<file path="src/rtl/br_predict_unit_if.sv">
// rtl/br_predict_unit_if.sv - fetch lookup, resolve and statistics bundle for br_predict_unit
interface br_predict_unit_if #(parameter int CNT_W = 32);
    logic [31:0]      if_pc;
    logic             pred_taken;
    logic [31:0]      pred_target;
    logic             res_valid;
    logic [31:0]      res_pc;
    logic             res_is_branch;
    logic             res_uncond;
    logic             res_taken;
    logic [31:0]      res_target;
    logic             res_pred_taken;
    logic [31:0]      res_pred_target;
    logic             mispredict;
    logic [31:0]      redirect_pc;
    logic [CNT_W-1:0] br_count;
    logic [CNT_W-1:0] miss_count;

    modport master (
        output if_pc, res_valid, res_pc, res_is_branch, res_uncond, res_taken,
               res_target, res_pred_taken, res_pred_target,
        input  pred_taken, pred_target, mispredict, redirect_pc, br_count, miss_count
    );

    modport slave (
        input  if_pc, res_valid, res_pc, res_is_branch, res_uncond, res_taken,
               res_target, res_pred_taken, res_pred_target,
        output pred_taken, pred_target, mispredict, redirect_pc, br_count, miss_count
    );
endinterface

</file>
<file path="src/rtl/br_predict_unit.sv">
// rtl/br_predict_unit.sv - direct-mapped BTB with 2-bit counters, branch resolve and event counters
module br_predict_unit #(
    parameter int ENTRIES = 64,
    parameter int TAG_W   = 8,
    parameter int CNT_W   = 32
) (
    input logic             clk,
    input logic             rst,
    br_predict_unit_if.slave bp
);
    localparam int IDX_W = $clog2(ENTRIES);

    logic [ENTRIES-1:0] valid_mem;
    logic [TAG_W-1:0]   tag_mem [ENTRIES];
    logic [31:0]        tgt_mem [ENTRIES];
    logic [1:0]         ctr_mem [ENTRIES];
    logic [CNT_W-1:0]   br_cnt;
    logic [CNT_W-1:0]   miss_cnt;

    logic [IDX_W-1:0] f_idx;
    logic [TAG_W-1:0] f_tag;
    logic             f_hit;
    logic [IDX_W-1:0] r_idx;
    logic [TAG_W-1:0] r_tag;
    logic             r_hit;
    logic             act_taken;
    logic [31:0]      act_next;
    logic             miss;
    logic             unused_pc;

    assign unused_pc = ^{bp.if_pc, bp.res_pc};

    assign f_idx = bp.if_pc[IDX_W+1:2];
    assign f_tag = bp.if_pc[IDX_W+TAG_W+1:IDX_W+2];
    assign r_idx = bp.res_pc[IDX_W+1:2];
    assign r_tag = bp.res_pc[IDX_W+TAG_W+1:IDX_W+2];

    // Fetch lookup reads the stored state directly, so a same-cycle write is not visible yet.
    assign f_hit          = valid_mem[f_idx] && (tag_mem[f_idx] == f_tag);
    assign bp.pred_taken  = f_hit && ctr_mem[f_idx][1];
    assign bp.pred_target = bp.pred_taken ? tgt_mem[f_idx] : bp.if_pc + 32'd4;

    assign r_hit     = valid_mem[r_idx] && (tag_mem[r_idx] == r_tag);
    assign act_taken = bp.res_is_branch && (bp.res_taken || bp.res_uncond);
    assign act_next  = act_taken ? bp.res_target : bp.res_pc + 32'd4;
    assign miss      = bp.res_valid &&
                       ((bp.res_pred_taken != act_taken) ||
                        (act_taken && (bp.res_pred_target != bp.res_target)));

    assign bp.mispredict  = miss;
    assign bp.redirect_pc = act_next;
    assign bp.br_count    = br_cnt;
    assign bp.miss_count  = miss_cnt;

    always_ff @(posedge clk) begin
        if (rst) begin
            valid_mem <= '0;
            for (int i = 0; i < ENTRIES; i++) begin
                tag_mem[i] <= '0;
                tgt_mem[i] <= '0;
                ctr_mem[i] <= 2'b01;
            end
            br_cnt   <= '0;
            miss_cnt <= '0;
        end else if (bp.res_valid) begin
            if (bp.res_is_branch) begin
                if (r_hit) begin
                    if (bp.res_uncond)
                        ctr_mem[r_idx] <= 2'b11;
                    else if (act_taken)
                        ctr_mem[r_idx] <= (ctr_mem[r_idx] == 2'b11) ? 2'b11 : ctr_mem[r_idx] + 2'd1;
                    else
                        ctr_mem[r_idx] <= (ctr_mem[r_idx] == 2'b00) ? 2'b00 : ctr_mem[r_idx] - 2'd1;
                    if (act_taken)
                        tgt_mem[r_idx] <= bp.res_target;
                end else if (act_taken) begin
                    valid_mem[r_idx] <= 1'b1;
                    tag_mem[r_idx]   <= r_tag;
                    tgt_mem[r_idx]   <= bp.res_target;
                    ctr_mem[r_idx]   <= bp.res_uncond ? 2'b11 : 2'b10;
                end
                if (br_cnt != {CNT_W{1'b1}})
                    br_cnt <= br_cnt + 1'b1;
            end else if (r_hit) begin
                // A non-branch matching an entry means the entry aliases; drop it.
                valid_mem[r_idx] <= 1'b0;
            end
            if (miss && (miss_cnt != {CNT_W{1'b1}}))
                miss_cnt <= miss_cnt + 1'b1;
        end
    end
endmodule

</file>
<file path="src/flat_wrapper.sv">
// flat-port wrapper written by rule: the top's interface ports become plain ports
module br_predict_unit_flat 
#(
    parameter int ENTRIES = 64,
    parameter int TAG_W   = 8,
    parameter int CNT_W   = 32
)
  (clk, rst, bp_if_pc, bp_res_valid, bp_res_pc, bp_res_is_branch, bp_res_uncond, bp_res_taken, bp_res_target, bp_res_pred_taken, bp_res_pred_target, bp_pred_taken, bp_pred_target, bp_mispredict, bp_redirect_pc, bp_br_count, bp_miss_count);
  br_predict_unit_if #(.CNT_W(CNT_W)) bp_i ();
  input logic clk;
  input logic rst;
  input wire logic [$bits(bp_i.if_pc)-1:0] bp_if_pc;
  input wire logic [$bits(bp_i.res_valid)-1:0] bp_res_valid;
  input wire logic [$bits(bp_i.res_pc)-1:0] bp_res_pc;
  input wire logic [$bits(bp_i.res_is_branch)-1:0] bp_res_is_branch;
  input wire logic [$bits(bp_i.res_uncond)-1:0] bp_res_uncond;
  input wire logic [$bits(bp_i.res_taken)-1:0] bp_res_taken;
  input wire logic [$bits(bp_i.res_target)-1:0] bp_res_target;
  input wire logic [$bits(bp_i.res_pred_taken)-1:0] bp_res_pred_taken;
  input wire logic [$bits(bp_i.res_pred_target)-1:0] bp_res_pred_target;
  output wire logic [$bits(bp_i.pred_taken)-1:0] bp_pred_taken;
  output wire logic [$bits(bp_i.pred_target)-1:0] bp_pred_target;
  output wire logic [$bits(bp_i.mispredict)-1:0] bp_mispredict;
  output wire logic [$bits(bp_i.redirect_pc)-1:0] bp_redirect_pc;
  output wire logic [$bits(bp_i.br_count)-1:0] bp_br_count;
  output wire logic [$bits(bp_i.miss_count)-1:0] bp_miss_count;
  assign bp_i.if_pc = bp_if_pc;
  assign bp_i.res_valid = bp_res_valid;
  assign bp_i.res_pc = bp_res_pc;
  assign bp_i.res_is_branch = bp_res_is_branch;
  assign bp_i.res_uncond = bp_res_uncond;
  assign bp_i.res_taken = bp_res_taken;
  assign bp_i.res_target = bp_res_target;
  assign bp_i.res_pred_taken = bp_res_pred_taken;
  assign bp_i.res_pred_target = bp_res_pred_target;
  assign bp_pred_taken = bp_i.pred_taken;
  assign bp_pred_target = bp_i.pred_target;
  assign bp_mispredict = bp_i.mispredict;
  assign bp_redirect_pc = bp_i.redirect_pc;
  assign bp_br_count = bp_i.br_count;
  assign bp_miss_count = bp_i.miss_count;
  br_predict_unit #(.ENTRIES(ENTRIES), .TAG_W(TAG_W), .CNT_W(CNT_W)) u_core (.clk(clk), .rst(rst), .bp(bp_i));
endmodule
</file>
<file path="config.mk">
export PLATFORM = sky130hd
export DESIGN_NAME = br_predict_unit_flat
export DESIGN_NICKNAME = d
export VERILOG_FILES = /design/src/rtl/br_predict_unit_if.sv /design/src/rtl/br_predict_unit.sv /design/src/flat_wrapper.sv
export SDC_FILE = /design/constraint.sdc
export NUM_CORES = 2
export LEC_CHECK = 0
export ABC_CLOCK_PERIOD_IN_PS = 6500
export BUFFER_PORTS_ARGS = -buffer_cell sky130_fd_sc_hd__buf_2
export CORE_ASPECT_RATIO = 0.7
export CORE_MARGIN = 1
export CORE_UTILIZATION = 50
export CTS_CLUSTER_SIZE = 12
export DETAILED_ROUTE_END_ITERATION = 7
export PLACE_DENSITY = 0.74
export SYNTH_ARGS = -nofsm -noshare
export SYNTH_HDL_FRONTEND = slang
export SYNTH_SLANG_ARGS = --single-unit
</file>
<file path="constraint.sdc">
create_clock -name clk -period 6.5 [get_ports clk]
set_input_delay 0.975 -clock clk [delete_from_list [all_inputs] [get_ports clk]]
set_output_delay 0.975 -clock clk [all_outputs]
set_load 0.01 [all_outputs]
</file>
==> results.toml <==
[sta]
setup_violations = 0
hold_slack_ns = 0.512
worst_slew_pin_slew_ns = 1.36
timing.final.crit_share_pct = 97.1
finalHoldViolations = 0
rsz0062_at_grt = "no"
skew_ns = 0.0640
drv_slew = 0
tns_ns = 0
relSlewSlack_pct = 8.18
finalCriticalPeriod_ns = 6.31
fin_ws_ns = 0.189
max_freq_ghz = 0.158

[layout]
layout_common_cells = "2688 x edfxtp_1, 1556 x and3_1, 885 x mux4_2"
seq_area_um2 = 83300
final_nets = 9316
drive_gt1_share_pct = 24.1
final_util_pct = 55.7
area_growth_pct = 10.8
multi_input_area_um2 = 47800
final_common_cell = "edfxtp_1"
n_fill_cell = 20500

[routing]
via_per_inst = 7.10
antenna_left = 0
drc = 4
wl_per_cell_um = 37.9
drt_iter0_markers = 17600
num_vias = 91400
wirelength_um = 488000
drt_first_pass_iters = 8

[pwr]
ir_worst_vdd_v = 0.000197
comb_power_share_pct = 10.7
finalPower_mw = 40.7
pwr-share-seq_pct = 51.7
p_leak_nw = 55.5
p_int_mw = 30.6
power_density_nw_per_um2 = 272
pwr-share-clk_pct = 37.6
p_switching_mw = 10.1
p_sw_share_pct = 24.8

[run]
maxCapViolCount = 0

[floorplanning]
die_y_um = 437
die_x_um = 623
die_area_um2 = 272000
start_util_pct = 50.3
fp.coreArea_um2 = 268000
io_pins = 265
row_count = 159

[placed_design]
globalplace.congestion = 1.02
port_buffers = 264
pre_cts_ws_ns = 0.211
dp_hpwl_um = 304000

[worst_setup_path]
crit_family = "multiplexers"
reg2reg_depth = 12
r2r-start = "u_core.tag_mem[27][5]"
r2r_end = "u_core.ctr_mem[23][0]"
crit_fanout = 48
r2r_slack_ns = 1.94
path_class = "in2out"
critical_path_required_ns = 5.52
crit_path_start_kind = "primary input"
critical_path.cell_chain = "buf_8 -> buf_12 -> mux4_2 -> mux4_2 -> mux2i_1 -> nor2_1 -> a21oi_1 -> xor2_1 -> nand4_1 -> nor4_4 -> buf_4 -> mux2i_1 -> buf_4 -> buf_2"
cpPeakStageDelay_ns = 0.67
slowest_stage = "mux4_2"
critPathArrivalTime_ns = 5.34
worst_setup_path_end_kind = "output port"
crit_buf_inv = 5

[global_route]
first_global_vias = 86800
antenna_found_initial = 63
grt_max_degree = 336
track_usage_pct = 35.2
grt_first_pass_wirelength_um = 674000
grt-ovfl-total = 0

[yosys]
syn_avg_cell_area_um2 = 14.5
yosys_warnings = 0
synth_edf_count = 2688
ys.flop_type = "edfxtp_1"
ys_types = 75
async_reset_ff_share_pct = 0
synth.yosys.seq_area_share_pct = 61.7
syn-num-nets = 9427
syn_inst = 9288
synth.ff_latch_count = 2816
syn-cell-area_um2 = 135000

[cts]
cts-root-buf = "clkbuf_16"
clk_path_buf_depth = 4
path_clk_slew_ns = 0.06
cts_made_buffers = 289
insertion_delay_ns = 0.88
cts_tree = "done"
cts_sinks = 2816
h-tree-depth = 5

[status]
violations = "design-rule violations"
outcome = "finished, violations left"

[hold_path]
hold_path_class = "reg2reg"
min_from = "u_core.bp.br_count[26]"
hold-path-cell-count = 2
worstHoldEndpoint = "u_core.bp.br_count[26]"
-- stage by stage --
stage	instance area, µm²	std cells
after floorplan	135000	9288
after global placement	141000	12400
after detailed placement	141000	12400
after CTS	150000	12900
after global routing	150000	12900
final	150000	12900
-- timing repair --
item / 4_1_cts / 5_1_grt
setup endpoints to repair: 0 / 15
gates resized for setup: 0 / 1
buffers inserted: 0 / 0
hold buffers: 0 / 0
hold endpoints to repair: 0 / 0
-- flip-flops by register name, summed over array words and instances (netlist names), named ones only --
| name | cells |
|---|---|
| u_core.tgt_mem | 2048 |
| u_core.ctr_mem | 128 |
| u_core.bp.miss_count | 32 |
| u_core.bp.br_count | 32 |
| u_core.tag_mem | 512 |
-- synth_stat cells (all sizes together), types with 20 or more instances --
| cell | n | area [µm²] |
|---|---|---|
| edfxtp | 2688 | 80700 |
| and3 | 1556 | 9730 |
| clkbuf | 891 | 3340 |
| mux4 | 885 | 19900 |
| nor2 | 729 | 2740 |
| and2 | 518 | 3240 |
| buf | 233 | 1180 |
| nand2 | 219 | 822 |
| nand3 | 139 | 701 |
| dfxtp | 128 | 2560 |
| mux2 | 94 | 1060 |
| a31oi | 85 | 538 |
| a21o | 84 | 631 |
| mux2i | 83 | 831 |
| xnor2 | 78 | 683 |
| o21ai | 77 | 385 |
| nor4 | 76 | 512 |
| a21oi | 73 | 369 |
| xor2 | 72 | 631 |
| a211oi | 67 | 503 |
| a22oi | 59 | 443 |
| nand2b | 57 | 357 |
| a221oi | 52 | 455 |
| a31o | 49 | 429 |
| nand4 | 30 | 188 |
| nor3 | 30 | 150 |
| o22ai | 29 | 181 |
| a221o | 21 | 210 |
| or2 | 21 | 131 |
| a22o | 20 | 175 |
-- worst min-delay path, cell delays in order (launching register included) --
cell and delay [ns]:
dfxtp_1 0.33, o21ai_0 0.08, a21oi_1 0.06
-- kinds of logic after synthesis --
family	synth area share, %
compound gates	3.70
xor+xnor	0.973
fa+ha+maj	0.0371
buf+inv	3.39
flops	61.7
mux	16.2
simple gates	14.1
-- power by group through the flow --
stage | combinational, mW | sequential [mW] | clock (mW)
after CTS | 4.19 | 21.0 | 15.3
after global routing | 4.41 | 21.1 | 15.9
after floorplan | 2.32 | 21.2 | 0
after global placement | 4.14 | 21.3 | 0
after detailed placement | 4.17 | 21.4 | 0
final | 4.36 | 21.1 | 15.3
-- area by class of cell --
class                      instances  share of cell area [%]
sequential                      2816                    55.7
multi-input combinational       5334                    32.0
clock buffer                     386                    5.25
timing repair buffer             722                    3.91
tap                             3542                    2.96
clock inverter                    42                   0.164
inverter                          14                  0.0351
antenna                           12                  0.0201
-- per-layer routing --
layer  global-route usage, %  routed length (µm)  vias to the layer above
met3                    15.0               86500                     1293
met2                    48.8              202000                     8205
met5                       0                 228                        -
met4                    16.0               26800                       34
li1                        -                   -                    35700
met1                    48.1              173000                    46100
-- worst max-delay path by stage --
stage | from | endpoint | slack, ns | cells after the start
6_report | bp_if_pc[2] | bp_pred_target[2] | 0.19 | 14
5_1_grt | bp_if_pc[2] | bp_pred_target[2] | 0.03 | 14
4_1_cts | bp_if_pc[2] | bp_pred_target[2] | 0.17 | 14
3_5_place_dp | bp_if_pc[2] | bp_pred_target[2] | 0.21 | 14
3_3_place_gp | bp_if_pc[2] | bp_pred_target[2] | 0.11 | 14
2_1_floorplan | bp_if_pc[2] | bp_pred_target[10] | 0.93 | 11
No activity file was read; power rests on OpenSTA's default activity.
